--- config.mk ---
export PLATFORM = sky130hd
export DESIGN_NAME = gray_ptr_sync
export DESIGN_NICKNAME = d
export VERILOG_FILES = /design/src/rtl/gray_ptr_sync_pkg.sv /design/src/rtl/gray_ptr_sync_gray2bin.sv /design/src/rtl/gray_ptr_sync.sv
export SDC_FILE = /design/constraint.sdc
export NUM_CORES = 1
export LEC_CHECK = 0
export ABC_AREA = 1
export CORE_UTILIZATION = 30
export CTS_CLUSTER_DIAMETER = 50
export CTS_CLUSTER_SIZE = 30
export DETAILED_ROUTE_END_ITERATION = 8
export GPL_TIMING_DRIVEN = 0
export PLACE_DENSITY = 0.59
export SETUP_SLACK_MARGIN = 0.15
export SYNTH_ARGS = -nofsm -noshare
export SYNTH_HDL_FRONTEND = slang
export SYNTH_SLANG_ARGS = --single-unit
--- constraint.sdc ---
create_clock -name clk -period 6.45 [get_ports clk]
set_clock_uncertainty 0.15 [all_clocks]
set_input_delay 1.935 -clock clk [delete_from_list [all_inputs] [get_ports clk]]
set_output_delay 1.935 -clock clk [all_outputs]
set_load 0.01 [all_outputs]
--- src/rtl/gray_ptr_sync_pkg.sv ---
// -----------------------------------------------------------------------------
// gray_ptr_sync_pkg
// Purpose : Shared definitions for the Gray-pointer synchroniser slice.
//           FSM state encodings and default widths/stage counts.
// Contents: DEF_DATA_WIDTH, DEF_SYNC_STAGES, sync_state_t (ST_PRIME, ST_RUN)
// -----------------------------------------------------------------------------
package gray_ptr_sync_pkg;

  localparam int DEF_DATA_WIDTH  = 8;
  localparam int DEF_SYNC_STAGES = 2;

  typedef enum logic {
    ST_PRIME = 1'b0,
    ST_RUN   = 1'b1
  } sync_state_t;

endpackage

--- src/rtl/gray_ptr_sync_gray2bin.sv ---
// -----------------------------------------------------------------------------
// gray_ptr_sync_gray2bin
// Purpose : Purely combinational Gray-to-binary converter, width-parameterised.
//           Reusable on any Gray pointer (e.g. the FIFO read side).
// Ports   : i_gray [DATA_WIDTH-1:0]  Gray-coded input
//           o_bin  [DATA_WIDTH-1:0]  binary equivalent
// -----------------------------------------------------------------------------
module gray_ptr_sync_gray2bin
  import gray_ptr_sync_pkg::*;
#(
  parameter int DATA_WIDTH = DEF_DATA_WIDTH
) (
  input  logic [DATA_WIDTH-1:0] i_gray,
  output logic [DATA_WIDTH-1:0] o_bin
);

  // Each binary bit is the XOR of all Gray bits at or above it. Written as a
  // reduction per bit rather than a ripple over o_bin so no net feeds itself.
  genvar gi;
  generate
    for (gi = 0; gi < DATA_WIDTH; gi++) begin : g_bit
      assign o_bin[gi] = ^i_gray[DATA_WIDTH-1:gi];
    end
  endgenerate

endmodule

--- src/rtl/gray_ptr_sync.sv ---
// -----------------------------------------------------------------------------
// gray_ptr_sync
// Purpose : Brings a Gray-coded count from a foreign clock domain into clk,
//           converts it to binary and reports the per-sample increment.
//           Optional sticky flag for illegal multi-bit Gray transitions,
//           enabled by defining the macro GRAY_SYNC_ERR_CHECK_EN.
// Ports   : clk          destination-domain clock
//           rst_n        asynchronous, active-low reset
//           gray_in      Gray count from the source domain (async to clk)
//           clr          synchronous re-baseline request (ignored while priming)
//           ready_out    high once the synchroniser is primed
//           binary_out   synchronised count, binary
//           delta_out    binary_out minus previous binary_out, modulo 2^N
//           change_strb  one-cycle pulse when delta_out != 0
//           err_out      sticky multi-bit-transition flag (0 when check disabled)
// -----------------------------------------------------------------------------
module gray_ptr_sync
  import gray_ptr_sync_pkg::*;
#(
  parameter int DATA_WIDTH  = DEF_DATA_WIDTH,
  parameter int SYNC_STAGES = DEF_SYNC_STAGES
) (
  input  logic                  clk,
  input  logic                  rst_n,
  input  logic [DATA_WIDTH-1:0] gray_in,
  input  logic                  clr,
  output logic                  ready_out,
  output logic [DATA_WIDTH-1:0] binary_out,
  output logic [DATA_WIDTH-1:0] delta_out,
  output logic                  change_strb,
  output logic                  err_out
);

  localparam int                CNT_W      = $clog2(SYNC_STAGES + 1);
  localparam logic [CNT_W-1:0]  PRIME_LAST = CNT_W'(SYNC_STAGES);
  localparam logic [CNT_W-1:0]  CNT_ONE    = CNT_W'(1);

  // ---------------------------------------------------------------------------
  // Synchroniser chain: element 0 captures gray_in, last element is g_s.
  // ---------------------------------------------------------------------------
  logic [SYNC_STAGES-1:0][DATA_WIDTH-1:0] r_sync;
  logic [DATA_WIDTH-1:0]                  w_g_s;
  logic [DATA_WIDTH-1:0]                  w_b_s;

  always_ff @(posedge clk or negedge rst_n) begin
    if (!rst_n) begin
      r_sync <= '0;
    end else begin
      r_sync <= {r_sync[SYNC_STAGES-2:0], gray_in};
    end
  end

  assign w_g_s = r_sync[SYNC_STAGES-1];

  gray_ptr_sync_gray2bin #(
    .DATA_WIDTH (DATA_WIDTH)
  ) u_gray2bin (
    .i_gray (w_g_s),
    .o_bin  (w_b_s)
  );

  // ---------------------------------------------------------------------------
  // Prime counter / FSM and output registers.
  // The counter walks 0..SYNC_STAGES after reset release; the cycle where it
  // reaches SYNC_STAGES is the baseline cycle, by which time the value held on
  // gray_in has travelled through every synchroniser stage. Loading the
  // baseline there gives a zero delta rather than a spurious jump from 0.
  // ---------------------------------------------------------------------------
  sync_state_t           r_state;
  logic [CNT_W-1:0]      r_prime_cnt;
  logic                  r_ready;
  logic [DATA_WIDTH-1:0] r_bin;
  logic [DATA_WIDTH-1:0] r_delta;
  logic                  r_strb;

  always_ff @(posedge clk or negedge rst_n) begin
    if (!rst_n) begin
      r_state     <= ST_PRIME;
      r_prime_cnt <= '0;
      r_ready     <= 1'b0;
      r_bin       <= '0;
      r_delta     <= '0;
      r_strb      <= 1'b0;
    end else begin
      case (r_state)
        ST_PRIME: begin
          if (r_prime_cnt == PRIME_LAST) begin
            r_bin   <= w_b_s;
            r_delta <= '0;
            r_strb  <= 1'b0;
            r_ready <= 1'b1;
            r_state <= ST_RUN;
          end else begin
            r_prime_cnt <= r_prime_cnt + CNT_ONE;
          end
        end
        ST_RUN: begin
          r_bin <= w_b_s;
          // clr re-baselines: the new sample is accepted without a delta.
          if (clr) begin
            r_delta <= '0;
            r_strb  <= 1'b0;
          end else begin
            r_delta <= w_b_s - r_bin;  // modulo 2^N, handles wrap and down-count
            r_strb  <= (w_b_s != r_bin);
          end
        end
        default: begin
          r_state <= ST_PRIME;
        end
      endcase
    end
  end

  assign ready_out   = r_ready;
  assign binary_out  = r_bin;
  assign delta_out   = r_delta;
  assign change_strb = r_strb;

  // ---------------------------------------------------------------------------
  // Optional multi-bit transition check.
  // ---------------------------------------------------------------------------
`ifdef GRAY_SYNC_ERR_CHECK_EN
  logic [DATA_WIDTH-1:0] r_g_prev;
  logic [DATA_WIDTH-1:0] w_g_diff;
  logic                  w_multi_bit;
  logic                  r_err;

  assign w_g_diff = w_g_s ^ r_g_prev;
  // More than one bit set <=> clearing the lowest set bit leaves something.
  assign w_multi_bit = (w_g_diff & (w_g_diff - DATA_WIDTH'(1))) != '0;

  always_ff @(posedge clk or negedge rst_n) begin
    if (!rst_n) begin
      r_g_prev <= '0;
      r_err    <= 1'b0;
    end else begin
      // Tracked every cycle so the first RUN comparison is against the
      // baseline sample; the flag itself only moves in RUN.
      r_g_prev <= w_g_s;
      if (r_state == ST_RUN) begin
        if (clr) begin
          r_err <= 1'b0;
        end else if (w_multi_bit) begin
          r_err <= 1'b1;
        end
      end
    end
  end

  assign err_out = r_err;
`else
  assign err_out = 1'b0;
`endif

endmodule
* Word-level counts from Yosys, hierarchy flattened
Cells that the tools add are included.
Word-level totals: word-level logic and storage cells 34, register bits 37, input port bits 11, output and inout bits 19
Operators by class: muxes and demuxes 10, add/subtract/negate cells 2, eq/ne operators 3, reductions and logical operators 9, bitwise logic cells 2
Operators with widths (number):
- $pmux 8 s2 | 2
- $mux 8 | 3
- $ne 8x8->1 | 1
- $reduce_xor 8->1 | 1
- $sub 8x8->8 | 1
- $reduce_xor 7->1 | 1
- $reduce_xor 6->1 | 1
- $reduce_xor 5->1 | 1
- $mux 1 | 4
- $reduce_and 2->1 | 2
- $reduce_xor 4->1 | 1
- $reduce_xor 3->1 | 1
- $add 2x1->2 const B | 1
- $eq 2x2->1 const B | 1
- $ne 2x2->1 const B | 1
- $not 1->1 | 2
- $pmux 1 s2 | 1
- $reduce_xor 2->1 | 1

* Depth between registers and ports, before layout
Gate-level depths: netlist of run 1.
depth in word-level cells 4, mapped depth 18

* Hierarchy
Synthesis of run 1 repeated with hierarchy kept, for this count alone.
Second synthesis, totals: cells, all modules 227, area, all modules 1886.8 um^2
Modules (own cells, without submodules):
- gray_ptr_sync | seq. area each 925.9 um^2, area an instance 1577.8 um^2, times used 1, cells each 156
- gray_ptr_sync_gray2bin | seq. area each 0.0 um^2, area an instance 309.0 um^2, times used 1, cells each 71

* Worst setup path before layout of run 1
Ideal clock, no wire load.
path kind in2reg, start in clr, end reg r_delta[0], in the netlist delta_out[0], required time 6.217 ns, buffers on the path 0, slack 3.890 ns, arrival time 2.328 ns, stages on the path 3, library setup time 0.083 ns, cell sequence nor2_2 -> inv_1 -> o21ai_0
On the way: cells in the longest elaborated chain, start to end 2
Ends and longest elaborated chain:
- start, declared | line gray_ptr_sync.sv:26 | input logic clr,
- $mux 8 | line gray_ptr_sync.sv:100 | if (clr) begin
- $pmux 8 s2 | line gray_ptr_sync.sv:85 | case (r_state)
- end signal, assigned | line gray_ptr_sync.sv:104 | r_delta <= w_b_s - r_bin;
- end, declared | line gray_ptr_sync.sv:73 | logic [DATA_WIDTH-1:0] r_delta;
No other way between the ends. A chain may end at the register's enable or synchronous reset.

* Final worst setup path of run 1
start reg r_bin[1], in the netlist binary_out[1], end out binary_out[1]
RTL lines:
- start, declared | line gray_ptr_sync.sv:72 | logic [DATA_WIDTH-1:0] r_bin;
- start signal, assigned | line gray_ptr_sync.sv:88 | r_bin <= w_b_s;
- start signal, assigned | line gray_ptr_sync.sv:98 | r_bin <= w_b_s;
- end, declared | line gray_ptr_sync.sv:28 | output logic [DATA_WIDTH-1:0] binary_out,
No word-level cell between the ends.

==> results of run 1 <==
-- worst max-delay path by stage --
stage / start / end / cells after the start
finish: binary_out[1]$_DFFE_PN0N_ / binary_out[1] / 1
global route: binary_out[1]$_DFFE_PN0N_ / binary_out[1] / 1
global placement: rst_n / delta_out[0]$_DFFE_PN0N_ / 1
CTS: binary_out[1]$_DFFE_PN0N_ / binary_out[1] / 1
detailed placement: clr / delta_out[1]$_DFFE_PN0N_ / 4
floorplan: clr / delta_out[0]$_DFFE_PN0N_ / 3
-- report_power, final --
| group | internal [W] | leakage [nW] | total [W] | switching, W |
|---|---|---|---|---|
| logic | 0.0000741 | 0.725 | 0.000157 | 0.0000829 |
| registers | 0.000254 | 0.429 | 0.000269 | 0.0000150 |
| clock network | 0.000154 | 0.0681 | 0.000237 | 0.0000837 |
-- Yosys cell counts, types with 2 or more instances --
master and instances:
o21ai_0 9, nor2_2 2, a21oi_1 3, nor2_1 5, buf_2 2, nand3_1 15, inv_1 28, or2_1 2
ha_1 9, dfrtp_1 37, nand3b_1 3, xor2_1 3, and2_1 2, nand2_1 96, nand2_2 3
-- flip-flops by register name, summed over array words and instances, names as in the netlist --
signal,flops
r_prime_cnt,2
r_state,1
change_strb,1
delta_out,8
binary_out,8
ready_out,1
r_sync,8
w_g_s,8
-- through the flow --
step / worst slack [ns] / util [%] / hold slack (ns) / cell area, um2 / power [W]
after CTS: 3.05 / 39.7 / 0.202 / 2350 / 0.000674
after floorplan: 3.89 / - / 0.181 / 1850 / 0.000365
after global routing: 3.02 / 39.7 / 0.213 / 2350 / 0.000707
after detailed placement: 3.28 / 37.4 / 0.185 / 2220 / 0.000433
final: 3.06 / 39.7 / 0.201 / 2350 / 0.000663
after global placement: 2.45 / 37.5 / 0.182 / 2220 / 0.000428
-- cell families after synthesis --
logic type / after synthesis / share of synthesized area (%)
AND/OR/NAND/NOR: 129 / 29.2
buffers and inverters: 33 / 7.05
XOR/XNOR: 4 / 1.90
adder cells (fa/ha/maj): 10 / 7.18
other: 1 / 0.203
flip-flops: 37 / 50.1
AO/OA/AOI/OAI: 15 / 4.34
-- metal layers --
metal  GRT usage [%]  part of all wire, %  vias to the layer above
met5               0                    0                        -
met4            4.64                  1.5                        0
met3            3.86                  4.0                        6
met2            20.1                   48                       27
met1            14.0                   46                      673
li1                -                    -                      772
-- area by class of cell --
cell class / count / area, um2
Clock buffer: 5 / 68.8
Clock inverter: 3 / 65.1
Inverter: 30 / 113
Sequential cell: 37 / 926
Buffer: 3 / 17.5
Multi-Input combinational cell: 159 / 791
Tap cell: 75 / 93.8
Timing Repair Buffer: 28 / 275
Fill cell: 620 / 3570
==> flow_summary.toml, run 1 <==
[global_routing]
grt_pass1_vias = 1348
grt_max_degree = 38
track_usage_pct = 12.0
grt_overflow_total = 0
grt_pass1_wl_um = 5840
antenna_found_initial = 0

[placement]
gp_congestion = 0.771
place_inst = 332
dp_hpwl_um = 2590
io_buffers = 28

[synth]
yosys.area.top_type = "dfrtp_1"
syn_area_per_cell_um2 = 8.06
ys.warnings.count = 0
synth.distinct_cells = 25
synth-edff-count = 0
ys_seq_area_share_pct = 50.1
synth_area_leaders = "dfrtp_1, nand2_1, ha_1, inv_1, nand3_1"
synth.top_cell.area_share_pct = 50.1
synth_area_mm2 = 0.00185
syn_inst = 229
yosys_register_bits = 37
synth.net_count = 250
ys_async_sr_fraction_pct = 100
ys.flop_type = "dfrtp_1"

[route]
dr.first_iter.drc_count = 51
dr.pass1.iters = 4
drt-wirelength-per-cell_um = 10.1
vias = 1478
avgViaCountPerCell = 4.35
antenna_left = 0
route.detailed.drc = 0
drt-total-wl_um = 3430

[clocking]
cts_sinks = 37
h-tree-depth = 2
cts_setup_buffers = 0
cts_buffers = 5
clk_pin_slew_ns = 0.08
cts_tree = "yes"
cts_resized = 0
clockBufferDepth = 2
root_buffer = "clkbuf_8"
postCtsHoldBufs = 0
insertion_delay_ns = 0.29

[sta]
setup_viol = 0
rsz0062_at_grt = "no"
relSlewSlack_pct = 45.3
max_slew.worst_pin.slew_ns = 0.820
final_max_slew_viol_count = 0
min_period_ns = 3.39
fmax_mhz = 295
hold_viol_final = 0
period_share_pct = 52.5
finalSetupTns_ns = 0

[worst_hold_path]
hp-start = "r_sync[4]$_DFF_PN0_"
hold_class = "reg -> reg"
hold_depth = 0
hold_end = "w_g_s[4]$_DFF_PN0_"

[floorplanning]
ioPinCount = 30
die_h_um = 80.5
die_x_um = 80.5
initial_core_util_pct = 31.2
rows = 28
die_area_mm2 = 0.00647
core_mm2 = 0.00592

[layout]
final_cell_mix = "nand2_1, dfrtp_1, inv_1"
nets = 285
syn_to_final_growth_pct = 27.2
final_common_cell = "nand2_1"
layout-drive-gt1-share_pct = 6.79
stdcell_count = 340
num_antenna_cells = 0

[critical_path]
reg2reg_to = "delta_out[6]$_DFFE_PN0N_"
critPathArrivalTime_ns = 1.30
reg2reg_depth = 17
rrSetupSlack_ns = 4.03
cp_data_required_time_ns = 4.37
path_max_fanout = 4
cp_top_family = "buffers and inverters"
cpPeakStageDelay_ns = 0.57
cp-start-kind = "register"
cp_slowest_cell = "clkdlybuf4s50_1"
path_class = "reg -> out"
r2r_start = "w_g_s[7]$_DFF_PN0_"
crit_chain = "clkdlybuf4s50_1"
cp-end-kind = "primary output"
cp.buffers_inverters = 1

[status]
status = "finished clean"

[pwr]
ir_worst_vdd_mv = 0.120
power_leakage_nw = 1.22
power_density_mw_per_mm2 = 282

[flow_run]
maxCapViolCount = 0
Note: power is estimated with default switching activity, not from simulation.
==> run 2, diff against run 1 <==
==> constraint.sdc (replaced) <==
create_clock -name clk -period 3.25 [get_ports clk]
set_clock_uncertainty 0.15 [all_clocks]
set_input_delay 0.975 -clock clk [delete_from_list [all_inputs] [get_ports clk]]
set_output_delay 0.975 -clock clk [all_outputs]
set_load 0.01 [all_outputs]
==> results of run 2 <==
The final DEF is identical to that of run 1. Status: finished clean.
Among the figures that moved: setup slack after placement 3.28 ns -> 0.823 ns; setup slack after layout 3.06 ns -> 0.822 ns; register-to-register setup slack 4.03 ns -> 0.83 ns; total power 0.000663 W -> 0.00132 W; worst IR drop on VDD 0.120 mV -> 0.238 mV
==> run 3, diff against run 2 <==
==> constraint.sdc (replaced) <==
create_clock -name clk -period 2.4 [get_ports clk]
set_clock_uncertainty 0.15 [all_clocks]
set_input_delay 0.72 -clock clk [delete_from_list [all_inputs] [get_ports clk]]
set_output_delay 0.72 -clock clk [all_outputs]
set_load 0.01 [all_outputs]
==> run 3 against run 2 <==
Compared with the run above: first-iteration DRC count shrank 20%; flip-flop and latch count is the same; clock power grew 36%; worst hold slack is essentially flat; sequential power grew 36%; critical path type is now reg -> reg; highest routed layer unchanged.
==> flow_summary.toml, run 3 (same netlist as run 1, synthesis figures left out) <==
[clocking]
cts_buffers = 5
cts_tree = "yes"
root_buffer = "clkbuf_8"
h-tree-depth = 2
clk_pin_slew_ns = 0.07
insertion_delay_ns = 0.29
clockBufferDepth = 2
cts_sinks = 37

[critical_path]
cp_slowest_cell = "dfrtp_1"
cp_top_family = "simple AND/OR/NAND/NOR gates"
cp_data_required_time_ns = 2.43
critPathArrivalTime_ns = 2.28
path_max_fanout = 5
cp-end-kind = "register"
cp.buffers_inverters = 2
cpPeakStageDelay_ns = 0.41
cp-start-kind = "register"
path_class = "reg -> reg"
critPathMostFrequentCell = "nand2_1"
crit_chain = "inv_2 -> nand2_1 -> nand2_2 -> nand2_1 -> nand2_2 -> nand3_2 -> nand2_4 -> ha_4 -> fa_2 -> inv_2 -> nand2_2 -> nand2_2 -> nand3b_1 -> nand2_1 -> nand2_1 -> nand3_2 -> nand2_1"

[layout]
final_cell_mix = "nand2_1, dfrtp_1, clkdlybuf4s50_1"
syn_to_final_growth_pct = 42.5
final_common_cell = "nand2_1"
fillers = 603
layout-drive-gt1-share_pct = 25.2
stdcell_count = 353
num_antenna_cells = 0
nets = 298

[route]
route.detailed.drc = 0
antenna_left = 0
vias = 1543
dr.pass1.iters = 4
drt-total-wl_um = 3920
drt-wirelength-per-cell_um = 11.1
avgViaCountPerCell = 4.37
dr.first_iter.drc_count = 41

[global_routing]
antenna_found_initial = 0
grt_max_degree = 38
grt_pass1_vias = 1461
track_usage_pct = 12.7
grt_overflow_total = 0
grt_pass1_wl_um = 6200

[sta]
holdWs_ns = 0.201
hold_viol_final = 0
finalSetupTns_ns = 0
final_max_slew_viol_count = 0
min_period_ns = 2.24
setup_viol = 0
max_slew.worst_pin.slew_ns = 0.824
fmax_mhz = 446
relSlewSlack_pct = 45.1
rsz0062_at_grt = "yes"
period_share_pct = 93.5

[pwr]
ir_worst_vdd_mv = 0.361
power_density_mw_per_mm2 = 725
power_leakage_nw = 1.31

[flow_run]
maxCapViolCount = 0

[floorplanning]
ioPinCount = 30
rows = 28
initial_core_util_pct = 31.2
die_area_mm2 = 0.00647
core_mm2 = 0.00592
die_h_um = 80.5
die_x_um = 80.5

[placement]
gp_congestion = 0.771
io_buffers = 28
dp_hpwl_um = 2590
place_inst = 332

[worst_hold_path]
hold_class = "reg -> reg"

[status]
status = "finished clean"
-- run 3: cell types whose count changed in the layout (fill, tap and decap cells not counted), moves of 5 or more --
| cell | delta |
|---|---|
| inv_2 | +6 |
| inv_1 | -6 |
| buf_4 | +12 |
| nand2_2 | +15 |
| nand2_1 | -18 |
| ha_1 | -5 |
-- run 3: area by class of cell --
type                    count  area [um2]  area share (%)
flip-flops and latches     37         926            35.2
inverters                  30         113            4.28
plain buffers               3        17.5           0.666
well taps                  75        93.8            3.57
repair buffers             41         377            14.3
clock buffers               5        68.8            2.62
clock inverters             3        65.1            2.47
multi-input cells         159         971            36.9
-- run 3: per-layer routing --
layer | share of wire [%] | global-route usage [%] | up-vias
met5 | 0 | 0 | -
met4 | 2.5 | 4.82 | 0
met3 | 3.7 | 3.98 | 12
met2 | 51 | 22.3 | 30
met1 | 43 | 14.1 | 707
li1 | - | - | 794
-- run 3: power by group --
group	internal [W]	switching, W	total [W]
clock network	0.000413	0.000226	0.000639
logic	0.000269	0.000277	0.000546
registers	0.000682	0.0000414	0.000724
total	0.00136	0.000544	0.00191
-- run 3: worst paths after layout --
path / start / to / slack (ns) / cells after the start
worst max-delay path: w_g_s[7]$_DFF_PN0_ / delta_out[6]$_DFFE_PN0N_ / 0.16 / 17
worst min-delay path: r_sync[4]$_DFF_PN0_ / w_g_s[4]$_DFF_PN0_ / 0.20 / 0
worst max register to register: w_g_s[7]$_DFF_PN0_ / delta_out[6]$_DFFE_PN0N_ / 0.16 / 17
worst min register to register: r_sync[4]$_DFF_PN0_ / w_g_s[4]$_DFF_PN0_ / 0.20 / 0
max in group asynchronous: rst_n / w_g_s[0]$_DFF_PN0_ / 1.21 / 1
min in group asynchronous: rst_n / r_sync[7]$_DFF_PN0_ / 0.37 / 1
-- run 3: stage by stage --
stage	instance area, um2	util, %	total power [W]	setup WS [ns]
after floorplan	1850	-	0.000981	0.226
after global placement	2220	37.5	0.00115	-0.381
after detailed placement	2220	37.4	0.00116	-0.0267
after CTS	2450	41.4	0.00185	0.114
after global routing	2630	44.4	0.00203	-0.0308
final	2630	44.4	0.00191	0.156
-- run 3: what timing repair did --
action	in CTS	in global routing
pin swaps	7	16
hold buffers	0	0
gates resized for setup	13	33
setup buffers	10	3
endpoints found under the setup margin	3	7
-- run 3: worst register-to-register path, cell delays in order, from the launching register on --
cell and delay [ns]:
dfrtp_1 0.41, inv_2 0.06, nand2_1 0.07, nand2_2 0.10
nand2_1 0.10, nand2_2 0.07, nand3_2 0.10, nand2_4 0.07
ha_4 0.15, fa_2 0.33, inv_2 0.07, nand2_2 0.06
nand2_2 0.07, nand3b_1 0.10, nand2_1 0.07, nand2_1 0.05
nand3_2 0.06, nand2_1 0.05
